$ cat config.mk
export PLATFORM = sky130hd
export DESIGN_NAME = mem_arbiter
export DESIGN_NICKNAME = d
export VERILOG_FILES = /design/src/rtl/mem_arbiter.sv
export SDC_FILE = /design/constraint.sdc
export NUM_CORES = 1
export LEC_CHECK = 0
export CORE_MARGIN = 2
export CORE_UTILIZATION = 30
export DETAILED_ROUTE_END_ITERATION = 10
export PLACE_DENSITY = 0.88
export SLEW_MARGIN = 10
export SYNTH_ARGS = -nofsm -noshare
export SYNTH_HDL_FRONTEND = slang
export SYNTH_SLANG_ARGS = --single-unit
export TNS_END_PERCENT = 100
$ cat constraint.sdc
create_clock -name clk -period 2.45 [get_ports clk]
set_clock_uncertainty 0.1 [all_clocks]
set_input_delay 0.49 -clock clk [delete_from_list [all_inputs] [get_ports clk]]
set_output_delay 0.49 -clock clk [all_outputs]
set_load 0.1 [all_outputs]
$ cat src/rtl/mem_arbiter.sv
// mem_arbiter: shares one single-ported synchronous RAM between the CPU
// instruction-fetch port and the load/store port.
// Loads and stores win over fetch because the MEM-stage instruction is older.
// Read data comes back one cycle after the grant, on the port that owned
// that access.
// Optional feature: define ARB_STARVE_GUARD_EN to enable the fetch
// starvation guard. After STARVE_MAX data grants that blocked a pending
// fetch, the guard forces one fetch grant.
module mem_arbiter #(
   parameter int ADDR_W     = 32,
   parameter int DATA_W     = 32,
   parameter int MEM_AW     = 6,
   parameter int STARVE_MAX = 4
) (
   input  logic              clk,
   input  logic              rst,
   // instruction-fetch port
   input  logic              i_req,
   input  logic [ADDR_W-1:0] i_addr,
   output logic              i_gnt,
   output logic              i_valid,
   output logic [DATA_W-1:0] i_rdata,
   output logic              i_stall,
   // load/store port
   input  logic              d_read,
   input  logic              d_write,
   input  logic [ADDR_W-1:0] d_addr,
   input  logic [DATA_W-1:0] d_wdata,
   output logic              d_gnt,
   output logic              d_valid,
   output logic [DATA_W-1:0] d_rdata,
   output logic              d_stall,
   // RAM port
   output logic              mem_en,
   output logic              mem_we,
   output logic [MEM_AW-1:0] mem_addr,
   output logic [DATA_W-1:0] mem_wdata,
   input  logic [DATA_W-1:0] mem_rdata
);

   // Which port the RAM read data belongs to in the current cycle.
   typedef enum logic [1:0] {
      OWN_NONE   = 2'd0,
      OWN_IFETCH = 2'd1,
      OWN_DLOAD  = 2'd2
   } owner_t;

   owner_t            owner;
   owner_t            owner_next;
   logic              d_req;
   logic              force_fetch;
   logic [DATA_W-1:0] i_hold;
   logic [DATA_W-1:0] d_hold;

   // The byte-lane bits and the bits above the RAM size are dropped.
   // This makes out-of-range addresses wrap.
   logic unused_addr_bits;
   assign unused_addr_bits = ^{i_addr[ADDR_W-1:MEM_AW+2], i_addr[1:0],
                               d_addr[ADDR_W-1:MEM_AW+2], d_addr[1:0]};

   assign d_req = d_read | d_write;

`ifdef ARB_STARVE_GUARD_EN
   localparam int CNT_W = $clog2(STARVE_MAX + 1);
   localparam logic [CNT_W-1:0] CNT_MAX = CNT_W'(STARVE_MAX);

   logic [CNT_W-1:0] starve_cnt;

   // This counter tracks data grants that blocked a waiting fetch.
   // It saturates at STARVE_MAX, and any fetch grant clears it.
   always_ff @(posedge clk or posedge rst) begin
      if (rst) begin
         starve_cnt <= '0;
      end else if (i_gnt) begin
         starve_cnt <= '0;
      end else if (d_gnt && i_req && (starve_cnt != CNT_MAX)) begin
         starve_cnt <= starve_cnt + 1'b1;
      end
   end

   assign force_fetch = i_req && (starve_cnt >= CNT_MAX);
`else
   assign force_fetch = 1'b0;
`endif

   // Same-cycle grant: data first unless the guard forces fetch. Reset blocks all grants.
   always_comb begin
      d_gnt = 1'b0;
      i_gnt = 1'b0;
      if (!rst) begin
         if (d_req && !force_fetch) begin
            d_gnt = 1'b1;
         end else if (i_req) begin
            i_gnt = 1'b1;
         end
      end
   end

   assign i_stall = i_req & ~i_gnt;
   assign d_stall = d_req & ~d_gnt;

   // Drive the RAM from the granted port.
   // When both d_read and d_write are high, the write wins.
   always_comb begin
      mem_en    = i_gnt | d_gnt;
      mem_we    = d_gnt & d_write;
      mem_addr  = d_gnt ? d_addr[MEM_AW+1:2] : i_addr[MEM_AW+1:2];
      mem_wdata = d_wdata;
   end

   // Owner register: records which port owns the RAM data due next cycle.
   always_ff @(posedge clk or posedge rst) begin
      if (rst) begin
         owner <= OWN_NONE;
      end else begin
         owner <= owner_next;
      end
   end

   // Next owner comes from this cycle's grant. A store returns nothing, so it gives NONE.
   always_comb begin
      owner_next = OWN_NONE;
      if (d_gnt && !d_write) begin
         owner_next = OWN_DLOAD;
      end else if (i_gnt) begin
         owner_next = OWN_IFETCH;
      end
   end

   // Capture returned words so each port's data holds while its valid is low.
   always_ff @(posedge clk or posedge rst) begin
      if (rst) begin
         i_hold <= '0;
         d_hold <= '0;
      end else begin
         if (owner == OWN_IFETCH) begin
            i_hold <= mem_rdata;
         end
         if (owner == OWN_DLOAD) begin
            d_hold <= mem_rdata;
         end
      end
   end

   // Response outputs: valids decode the owner register.
   // The owning port sees live RAM data, and the other port shows its held word.
   always_comb begin
      i_valid = (owner == OWN_IFETCH);
      d_valid = (owner == OWN_DLOAD);
      i_rdata = i_valid ? mem_rdata : i_hold;
      d_rdata = d_valid ? mem_rdata : d_hold;
   end

endmodule

# Word-level counts from Yosys, hierarchy flattened
# Index checks and enable logic that the tools add are counted.
word_totals:
  ff_bits: 66
  output_inout_bits: 110
op_classes:
  eq_ne: 2
  n_mux: 10
  n_bitwise: 7
  reduce_logical: 2
ops:
  columns: ["op", "count"]
  rows:
  - ["$mux W32", 2]
  - ["$mux W1", 6]
  - ["$mux W6", 1]
  - ["$and A1 B1 Y1", 3]
  - ["$eq A2 B1 Y1 const B", 1]
  - ["$eq A2 B2 Y1 const B", 1]
  - ["$mux W2", 1]
  - ["$not A1 Y1", 2]
  - ["$or A1 B1 Y1", 2]
  - ["$logic_and A1 B1 Y1", 1]
  - ["$logic_not A1 Y1", 1]

# Logic depth before layout (Yosys ltp)
depth:
  ltp_word: 5
  depth_mapped: 4

# Worst setup path before layout
# OpenSTA, ideal clock, no wires.
synth_timing:
  kind: "input to output"
  startpoint: "input port rst"
  endpoint: "output port d_stall"
  t_arrival_ns: 2.938
  t_required_ns: 1.860
  slack_ns: -1.078
  cell_stages: 2
  n_path_buf: 0
  path_cell_list: "inv_1 nor2_1"
synth_via:
  elab_chain_cells: 3
synth_rtl:
  columns: ["element", "line", "rtl"]
  rows:
  - ["start, declared", "16", "input logic rst,"]
  - ["$mux W1", "90", "if (!rst) begin"]
  - ["$not A1 Y1", "100", "assign d_stall = d_req & ~d_gnt;"]
  - ["$and A1 B1 Y1", "100", null]
  - ["end, declared", "32", "output logic d_stall,"]
# Every way passes these cells.

# Worst setup path in the final report
layout_timing:
  startpoint: "input port d_write"
  endpoint: "output port mem_addr[2]"
layout_via:
  elab_chain_cells: 4
layout_rtl:
  columns: ["element", "line", "rtl"]
  rows:
  - ["start, declared", "26", "input logic d_write,"]
  - ["$or A1 B1 Y1", "61", "assign d_req = d_read | d_write;"]
  - ["$mux W1", "91", "if (d_req && !force_fetch) begin"]
  - ["$mux W1", "90", null]
  - ["$mux W6", "107", "mem_addr = d_gnt ? d_addr[MEM_AW+1:2] : i_addr[MEM_AW+1:2];"]
  - ["end, declared", "36", "output logic [MEM_AW-1:0] mem_addr,"]
# Every way passes these cells.

==> results.py <==
metrics = {
    "route": {
        "routed_wl_um": 8060,
        "highest_layer": "met4",
        "drcViolationCount": 0,
        "drtPass1Iterations": 2,
        "route.met3.wl_um": 839,
        "wl_met2_um": 4390,
        "vias_per_cell": 4.36,
        "met1Wirelength_um": 2780,
        "via_count": 1896,
        "wl_per_cell_um": 18.5,
        "postRouteAntennaNets": 0,
        "drtIter0Drc": 40,
    },
    "timing": {
        "fin_crit_ns": 2.39,
        "worst_slack_ns": 0.0583,
        "slew-limit-headroom": 0.431,
        "rsz0062_at_grt": "no",
        "min_period_over_period": 0.976,
        "finalHoldViolations": 0,
        "fmax_mhz": 418,
        "drv_slew": 0,
        "setup_viol": 0,
        "worst_slew_pin_slew_ns": 0.854,
    },
    "floorplanning": {
        "core_sq_um": 9860,
        "ioPinCount": 243,
        "dieArea_sq_um": 11100,
        "row_count": 36,
        "die_y_um": 105,
        "die_width_um": 105,
        "start_util": 0.312,
    },
    "clock_tree": {
        "postCtsSetupBuffers": 0,
        "clock-root-buffer": "clkbuf_8",
        "clkLatencyLatePin_ns": 0.33,
        "clk_transition_reported_paths_ns": 0.07,
        "cts_tree": "yes",
        "cts_buffer_depth": 2,
        "cts_max_level": 3,
        "cts_buffers": 9,
        "cts_sinks": 66,
        "ctsHoldBuffers": 0,
    },
    "synth": {
        "synth.ff_latch_count": 66,
        "synth_top_area_cell": "dfrtp_1",
        "ys.flop_type": "dfrtp_1",
        "syn_area_per_cell_sq_um": 16.0,
        "synth_cell_types": 13,
        "synthMostInstantiatedCell": "dfrtp_1",
        "ys_top_cells_by_area": "dfrtp_1, mux2_4, buf_4, mux2_2, buf_6",
        "synthCells": 192,
        "synth.top_cells.by_count": "dfrtp_1, mux2_4, buf_4",
        "async_reset_ff_frac": 1.00,
        "synthesis.area_sq_um": 3070,
        "yosysWarningCount": 0,
        "yosysTopAreaCellShare": 0.537,
        "synth_nets": 325,
        "synth_edf_count": 0,
        "ys_seq_area_frac": 0.537,
    },
    "power": {
        "pwr-share-seq": 0.235,
        "p_comb_frac": 0.622,
        "clkPwrFrac": 0.143,
        "intPower_uw": 3120,
        "power.density_nw_per_um2": 1120,
        "switching_power_uw": 2780,
        "p_leak_uw": 0.00242,
        "switching_share": 0.471,
        "ir_drop_v": 0.000597,
    },
    "critical_path": {
        "cpMaxStageDelayCell": "clkdlybuf4s50_1",
        "critPathKind": "input port to primary output",
        "worstSetupStartpointType": "input port",
        "cp.required_ns": 1.86,
        "endpoint_kind": "primary output",
        "crit_buf_inv": 2,
        "crit_chain": "clkdlybuf4s50_1, o21bai_4, mux2_2, buf_12",
        "cp_max_fo": 7,
        "critical_path.top_delay_family": "buffers and inverters",
        "crit_arrival_ns": 1.80,
        "max_stage_delay_ns": 0.47,
    },
    "place": {
        "placed_cell_area_sq_um": 5070,
        "pre_cts_slack_ns": -0.0327,
        "place_congestion": 0.711,
        "hpwlAfterDp_um": 6170,
        "portBuffers": 126,
    },
    "finish": {
        "ff_latch_area_sq_um": 1650,
        "area_delta_synth_final_pct": 71.0,
        "fin_area_sq_um": 5250,
        "drive_above_1_share": 0.586,
        "antenna_cells": 0,
        "final_core_util": 0.533,
        "fin_nets": 432,
        "nFillCells": 765,
        "multi_input_area_sq_um": 1110,
    },
    "global_routing": {
        "grt_pass1_wl_um": 13100,
        "grt_start_max_net_pins": 67,
        "track_usage": 0.155,
        "grt_pass1_vias": 2246,
        "grt_overflow": 0,
        "antenna_found_initial": 0,
    },
    "min_path": {
        "hp-class": "flop to flop",
    },
    "outcome": {
        "status": "finished clean",
    },
    "flow_run": {
        "cap_violations": 0,
    },
}
==> worst register-to-register path, delay by kind of cell (launching register included) <==
| family | cells | cell delay, ns |
|---|---|---|
| AND/OR/NAND/NOR | 1 | 0.16 |
| flip-flops | 1 | 0.42 |
| multiplexers | 1 | 0.41 |
| buffers and inverters | 1 | 0.24 |
==> final timing paths <==
path	to	from	slack, ns	cells past startpoint
setup / recovery	mem_addr[2]	d_write	0.06	4
hold / removal	d_hold[15]$_DFF_PP0_	d_hold[15]$_DFF_PP0_	0.42	1
setup reg to reg	d_hold[31]$_DFF_PP0_	owner[0]$_DFF_PP0_	1.00	3
hold reg to reg	d_hold[15]$_DFF_PP0_	d_hold[15]$_DFF_PP0_	0.42	1
max in group asynchronous	i_hold[21]$_DFF_PP0_	rst	0.79	4
min in group asynchronous	d_hold[25]$_DFF_PP0_	rst	0.87	4
==> flip-flops by register name, summed over array words and instances (netlist names) <==
name	flops
d_hold	32
i_hold	32
owner	2
==> cell type report <==
type	count	share of cell area
clock buffers	10	0.0243
well taps	133	0.0317
multi-input cells	83	0.211
clock inverters	4	0.00857
repair buffers	136	0.407
flip-flops and latches	66	0.314
inverters	3	0.00286
==> per-layer routing <==
metal,vias to the layer above,global-route usage
li1,825,-
met1,939,0.164
met2,126,0.271
met3,6,0.0785
met4,0,0.0400
met5,-,0
==> placed cells by master, fill, tap and decap left out <==
master	n
mux2_2	12
nand2b_2	1
mux2_4	58
nor2b_4	1
buf_6	2
and2_1	2
clkbuf_1	1
clkinv_2	3
buf_12	79
nor3b_1	1
nor2_4	1
buf_4	7
nor3_1	2
nor2b_1	1
clkinvlp_4	1
clkbuf_8	9
dfrtp_1	66
o21bai_4	1
nor2_1	2
nor2b_2	1
clkdlybuf4s50_1	48
inv_1	2
bufinv_16	1
==> cells by family (layout without fill, tap and decap cells) <==
group | after synthesis | after routing | synth area share
multiplexers | 70 | 70 | 0.327
flip-flops | 66 | 66 | 0.537
buffers and inverters | 43 | 153 | 0.110
AND/OR/NAND/NOR | 12 | 12 | 0.0216
AO/OA/AOI/OAI | 1 | 1 | 0.00366
==> power by group through the flow <==
stage	Clock (uW)	Combinational (uW)	Sequential [uW]
CTS	896	3690	1390
global route	946	3760	1410
finish	846	3670	1380
floorplan	0	2620	1380
global placement	0	3640	1390
detailed placement	0	3680	1410
==> stage by stage <==
step	hold WS [ns]	total power [uW]	setup TNS [ns]	std cells
6_report	0.416	5900	0	435
5_1_grt	0.426	6110	0	435
4_1_cts	0.418	5980	0	435
3_5_place_dp	0.401	5090	-0.150	421
3_3_place_gp	0.399	5040	0	421
2_1_floorplan	0.459	4000	-0.399	192
==> timing repair <==
| item | in CTS | in global routing |
|---|---|---|
| pin swaps | 0 | 1 |
| hold endpoints to repair | 0 | 0 |
| endpoints found under the setup margin | 6 | 4 |
| gates resized for setup | 1 | 2 |
| gates cloned | 0 | 0 |
Note: power is estimated with default switching activity, not from simulation.
